`src/rtl/vector_issue_stage.sv`:
```
// vector_issue_stage: in-order vector issue buffer feeding the latency control unit.
// Optional VECTOR_ISSUE_PERF_COUNTERS_EN adds issue and halt-cycle counters.
module vector_issue_stage #(
  parameter int MAX_LATENCY   = 32,
  parameter int DEPTH         = 4,
  parameter int LANES         = 4,
  parameter int VL_WIDTH      = 7,
  parameter int PAYLOAD_WIDTH = 32,
  parameter int LAT_ALU       = 2,
  parameter int LAT_MUL       = 4,
  parameter int LAT_DIV       = 12,
  parameter int LAT_MEM       = 6
) (
  input  logic                             clock_i,
  input  logic                             reset_ni,
  input  logic                             flush_i,
  input  logic                             enq_valid_i,
  output logic                             enq_ready_o,
  input  logic [1:0]                       enq_fu_i,
  input  logic [VL_WIDTH-1:0]              enq_vl_i,
  input  logic [PAYLOAD_WIDTH-1:0]         enq_payload_i,
  input  logic                             exe_ready_i,
  input  logic                             halt_pipeline_i,
  output logic [$clog2(MAX_LATENCY)-1:0]   issue_latency_o,
  output logic                             issue_valid_o,
  output logic [1:0]                       issue_fu_o,
  output logic [PAYLOAD_WIDTH-1:0]         issue_payload_o,
  output logic [$clog2(DEPTH):0]           occupancy_o
`ifdef VECTOR_ISSUE_PERF_COUNTERS_EN
  ,
  output logic [31:0]                      perf_issued_o,
  output logic [31:0]                      perf_halt_cycles_o
`endif
);

  localparam int LW    = $clog2(MAX_LATENCY);
  localparam int PW    = $clog2(DEPTH);
  localparam int CW    = PW + 1;
  localparam int CALCW = LW + VL_WIDTH;
  localparam int LSH   = $clog2(LANES);
  localparam logic [CW-1:0] FULL_C = CW'(DEPTH);

  logic [LW-1:0]            lat_q [DEPTH];
  logic [1:0]               fu_q  [DEPTH];
  logic [PAYLOAD_WIDTH-1:0] pay_q [DEPTH];
  logic [PW-1:0]            wr_q, rd_q;
  logic [CW-1:0]            cnt_q, cnt_d;

  logic [CALCW-1:0] base_c, chunks_c, sum_c;
  logic [LW-1:0]    lat_c;
  logic             nonempty, enq_fire, present;

  assign nonempty      = (cnt_q != '0);
  assign enq_ready_o   = (cnt_q != FULL_C) && !flush_i;
  assign enq_fire      = enq_valid_i && enq_ready_o;
  assign present       = nonempty && exe_ready_i && !flush_i;
  assign issue_valid_o = present && !halt_pipeline_i;
  assign occupancy_o   = cnt_q;

  // Latency presented to the control unit never looks at halt, avoiding a loop.
  assign issue_latency_o = present  ? lat_q[rd_q] : '0;
  assign issue_fu_o      = nonempty ? fu_q[rd_q]  : '0;
  assign issue_payload_o = nonempty ? pay_q[rd_q] : '0;

  // Enqueue latency: class base plus lane-chunked vl, saturated, never zero.
  always_comb begin
    base_c = '0;
    unique case (enq_fu_i)
      2'd0: base_c = CALCW'(LAT_ALU);
      2'd1: base_c = CALCW'(LAT_MUL);
      2'd2: base_c = CALCW'(LAT_DIV);
      2'd3: base_c = CALCW'(LAT_MEM);
    endcase
    chunks_c = (CALCW'(enq_vl_i) + CALCW'(LANES - 1)) >> LSH;
    sum_c    = base_c + chunks_c;
    if (sum_c > CALCW'(MAX_LATENCY - 1))
      lat_c = LW'(MAX_LATENCY - 1);
    else if (sum_c == '0)
      lat_c = LW'(1);
    else
      lat_c = sum_c[LW-1:0];
  end

  // Occupancy next state from enqueue/issue pair.
  always_comb begin
    cnt_d = cnt_q;
    unique case ({enq_fire, issue_valid_o})
      2'b10:   cnt_d = cnt_q + 1'b1;
      2'b01:   cnt_d = cnt_q - 1'b1;
      default: cnt_d = cnt_q;
    endcase
  end

  // Circular buffer storage and pointers; flush empties it.
  always_ff @(posedge clock_i or negedge reset_ni) begin
    if (!reset_ni) begin
      wr_q  <= '0;
      rd_q  <= '0;
      cnt_q <= '0;
      for (int i = 0; i < DEPTH; i++) begin
        lat_q[i] <= '0;
        fu_q[i]  <= '0;
        pay_q[i] <= '0;
      end
    end else if (flush_i) begin
      wr_q  <= '0;
      rd_q  <= '0;
      cnt_q <= '0;
    end else begin
      if (enq_fire) begin
        lat_q[wr_q] <= lat_c;
        fu_q[wr_q]  <= enq_fu_i;
        pay_q[wr_q] <= enq_payload_i;
        wr_q        <= wr_q + 1'b1;
      end
      if (issue_valid_o)
        rd_q <= rd_q + 1'b1;
      cnt_q <= cnt_d;
    end
  end

`ifdef VECTOR_ISSUE_PERF_COUNTERS_EN
  logic [31:0] issued_q, halted_q;

  assign perf_issued_o      = issued_q;
  assign perf_halt_cycles_o = halted_q;

  // Free-running counters; flush deliberately leaves them alone.
  always_ff @(posedge clock_i or negedge reset_ni) begin
    if (!reset_ni) begin
      issued_q <= '0;
      halted_q <= '0;
    end else begin
      if (issue_valid_o)
        issued_q <= issued_q + 32'd1;
      if (nonempty && exe_ready_i && halt_pipeline_i)
        halted_q <= halted_q + 32'd1;
    end
  end
`else
  // Counters absent in this build.
`endif

endmodule
```
`config.mk`:
```
export PLATFORM = sky130hd
export DESIGN_NAME = vector_issue_stage
export DESIGN_NICKNAME = d
export VERILOG_FILES = /design/src/rtl/vector_issue_stage.sv
export SDC_FILE = /design/constraint.sdc
export NUM_CORES = 1
export LEC_CHECK = 0
export CORE_MARGIN = 8
export CORE_UTILIZATION = 55
export DETAILED_ROUTE_END_ITERATION = 10
export GPL_ROUTABILITY_DRIVEN = 0
export PLACE_DENSITY = 0.82
export SETUP_SLACK_MARGIN = 0.15
export SYNTH_ARGS = -nofsm -noshare
export SYNTH_HDL_FRONTEND = slang
export SYNTH_SLANG_ARGS = --single-unit
```
`constraint.sdc`:
```
create_clock -name clock_i -period 6.1 [get_ports clock_i]
set_input_delay 0.915 -clock clock_i [delete_from_list [all_inputs] [get_ports clock_i]]
set_output_delay 0.915 -clock clock_i [all_outputs]
set_load 0.01 [all_outputs]
```
==> impl_metrics.py <==
metrics = {
    "pwr": {
        "power_density_nw_per_um2": 387,
        "power_switching_mw": 0.910,
        "power_frac_clock_pct": 31.6,
        "ir_worst_vdd_v": 0.000236,
        "power_frac_comb_pct": 23.0,
        "p_int_mw": 2.75,
        "switching_share_pct": 24.9,
        "total_power_mw": 3.66,
        "pwr-share-seq_pct": 45.4,
        "p_leak_nw": 4.02,
    },
    "synthesis": {
        "yosysSeqAreaShare_pct": 52.5,
        "postSynth.asyncResetShare_pct": 100,
        "yosysWarnings": 0,
        "synth_top_area_share_pct": 52.5,
        "synth_cells": 541,
        "ys.flop_type": "dfrtp_1",
        "netlist_area_um2": 7780,
        "synth-edff-count": 0,
        "ys_seq_elements": 163,
        "syn_nets": 599,
        "synth_area_leaders": "dfrtp_1 (52%), mux2_2 (19%), mux4_2 (11%)",
        "netlist-cell-type-count": 44,
        "syn_avg_cell_area_um2": 14.4,
        "yosysTopAreaCell": "dfrtp_1",
    },
    "layout": {
        "diodes": 0,
        "layout-drive-gt1-share_pct": 34.6,
        "num-nets-final": 681,
        "area_growth_pct": 21.6,
        "postLayoutCoreUtil_pct": 68.4,
    },
    "global_route": {
        "antenna_found_initial": 0,
        "overflow": 0,
        "grt_usage_pct": 19.6,
        "grt_pass1_wl_um": 27800,
        "grt_max_degree": 85,
        "grt_pass1_vias": 5264,
    },
    "sta": {
        "setup_viol": 0,
        "finClkSkew_ns": 0.00509,
        "whs_ns": 0.488,
        "relSlewSlack_pct": 27.4,
        "final.setup.tns_ns": 0,
        "min_period_over_period_pct": 64.0,
        "layout_min_cycle_time_ns": 3.91,
        "tightest_slew_ns": 1.09,
        "finalHoldViolations": 0,
        "slew_violations": 0,
        "max_freq_mhz": 256,
        "rsz0062_at_grt": "no",
    },
    "clock_network": {
        "cts_tree": "done",
        "cts.path.max_buffers": 2,
        "clk_pin_slew_worst_paths_ns": 0.06,
        "cts_sinks": 163,
        "numCtsBuffers": 17,
        "cts_setup_buffers": 0,
        "h-tree-depth": 4,
        "cts_resized": 0,
        "clock_latency_ns": 0.42,
        "holdBufCountCts": 0,
        "root_buffer": "clkbuf_16",
    },
    "worst_setup_path": {
        "crit_required_ns": 5.18,
        "cp_common_cell": "clkdlybuf4s50_1",
        "critical_path.top_delay_family": "buffers and inverters",
        "max_stage_delay_ns": 0.57,
        "cp_num_buf_inv": 3,
        "cp_max_fo": 10,
        "endpoint_kind": "output port",
        "r2r-start": "occupancy_o[2]",
        "cpMaxStageDelayCell": "clkdlybuf4s50_1",
        "critPathLaunchType": "input pin",
        "crit_chain": "clkdlybuf4s50_1 -> or3b_4 -> or2_1 -> clkinv_8 -> clkdlybuf4s50_1",
        "crit_type": "input pin to output port",
        "critical_path.startpoint": "flush_i",
        "arrival_ns": 2.99,
    },
    "place": {
        "io_buffers": 90,
        "detailed_place_hpwl_um": 10600,
    },
    "floorplan": {
        "dieArea_um2": 18200,
        "die_w_um": 135,
        "core_area_um2": 13800,
        "row_count": 43,
        "die_y_um": 135,
        "boundaryPins": 91,
        "start_util_pct": 56.2,
    },
    "min_path": {
        "min_path_type": "flop to flop",
        "holdCritStartpoint": "lat_q[12]",
    },
    "routing": {
        "route.detailed.drc": 0,
        "via_per_inst": 5.72,
        "drtPass1Iterations": 4,
        "wl_per_cell_um": 20.4,
        "wl_um": 16700,
        "num_vias": 4670,
        "drt_iter0_drc": 190,
        "postRouteAntennaNets": 0,
    },
    "run": {
        "max_cap_viol_count": 0,
    },
    "run_status": {
        "outcome": "finished, final reports clean",
    },
}
==> synth_stat cells, drive strengths merged (2+ instances only) <==
cell    instances
buf            23
o21ai          18
a21oi           7
and2b           8
nor3            5
nand2          29
mux2          140
clkbuf         10
nor2           10
nor4            2
fa              2
dfrtp         163
or3b            2
xnor2           5
inv            10
a21o            2
nor2b          32
mux4           39
ha              9
xor2            3
maj3            2
o31ai           2
nand2b          5
o211ai          2
==> layer usage <==
metal,track usage (%),up-vias,wire [um]
li1,-,2110,-
met1,23.2,2456,6810
met2,35.2,88,9090
met3,4.09,16,573
met4,5.74,0,181
met5,0,-,0
==> cell families (layout without fill, tap and decap cells) <==
family / after synthesis / in the layout / synth area share (%)
adder cells (fa/ha/maj): 13 / 13 / 2.22
flip-flops: 163 / 163 / 52.5
XOR/XNOR: 8 / 8 / 0.998
buffers and inverters: 44 / 139 / 2.77
AO/OA/AOI/OAI: 35 / 35 / 2.83
multiplexers: 180 / 180 / 31.7
AND/OR/NAND/NOR: 98 / 98 / 7.03
==> state kept, by name (all words and copies together) (netlist names) <==
| name | flops |
|---|---|
| pay_q | 128 |
| lat_q | 20 |
| fu_q | 8 |
| occupancy_o | 3 |
| rd_q | 2 |
| wr_q | 2 |
==> through the flow <==
step	instance area, um2	setup WS (ns)	instances
after floorplan	7780	3.22	541
after global placement	8800	2.21	784
after detailed placement	8800	2.19	784
after CTS	9460	2.19	816
after global routing	9460	2.12	816
final	9460	2.19	816
==> power groups by stage <==
stage | clock [mW] | combinational [mW] | sequential, mW
after floorplan | 0 | 0.610 | 1.58
after global placement | 0 | 0.808 | 1.62
after detailed placement | 0 | 0.850 | 1.67
after CTS | 1.17 | 0.857 | 1.66
after global routing | 1.22 | 0.917 | 1.71
final | 1.16 | 0.842 | 1.66
==> layout make-up <==
| cell class | count | area (um2) |
|---|---|---|
| inverters | 11 | 53.8 |
| fillers | 966 | 4370 |
| multi-input cells | 334 | 3490 |
| clock buffers | 24 | 512 |
| flip-flops and latches | 163 | 4080 |
| clock inverters | 8 | 145 |
| repair buffers | 96 | 947 |
| well taps | 180 | 225 |
==> layout by cell type (no fill, tap or decap), types with 4 or more instances in the layout <==
cell and count:
nand2_1 25, xnor2_1 5, inv_1 10, mux4_2 39, nor2b_1 32, ha_1 9, clkdlybuf4s50_1 89, buf_4 6
nor3_1 4, mux2_1 10, o21ai_0 18, mux2_2 130, dfrtp_1 161, clkbuf_16 17, nand2_2 4, clkbuf_8 6
a21oi_1 6, bufinv_16 4, nand2b_1 5, and2b_1 8, nor2_1 10
==> worst register-to-register path: stages (launching register included) <==
cell and delay (ns):
dfrtp_1 0.53, nor3_4 0.17, buf_4 0.42, or3b_4 0.26, or2_1 0.32, nor2_1 0.11
fa_1 0.46, nor3_1 0.21, a21o_1 0.10, a21oi_1 0.06, a21oi_1 0.17
==> path summary, 6_finish.rpt <==
kind	end	slack, ns	cells after the start
min	lat_q[12]	0.49	2
max	issue_valid_o	2.19	5
min reg2reg	lat_q[12]	0.49	2
max in group asynchronous	pay_q[97]	4.06	2
min in group asynchronous	pay_q[110]	0.51	1
max reg2reg	occupancy_o[2]	3.19	10
No activity file was read; power rests on OpenSTA's default activity.
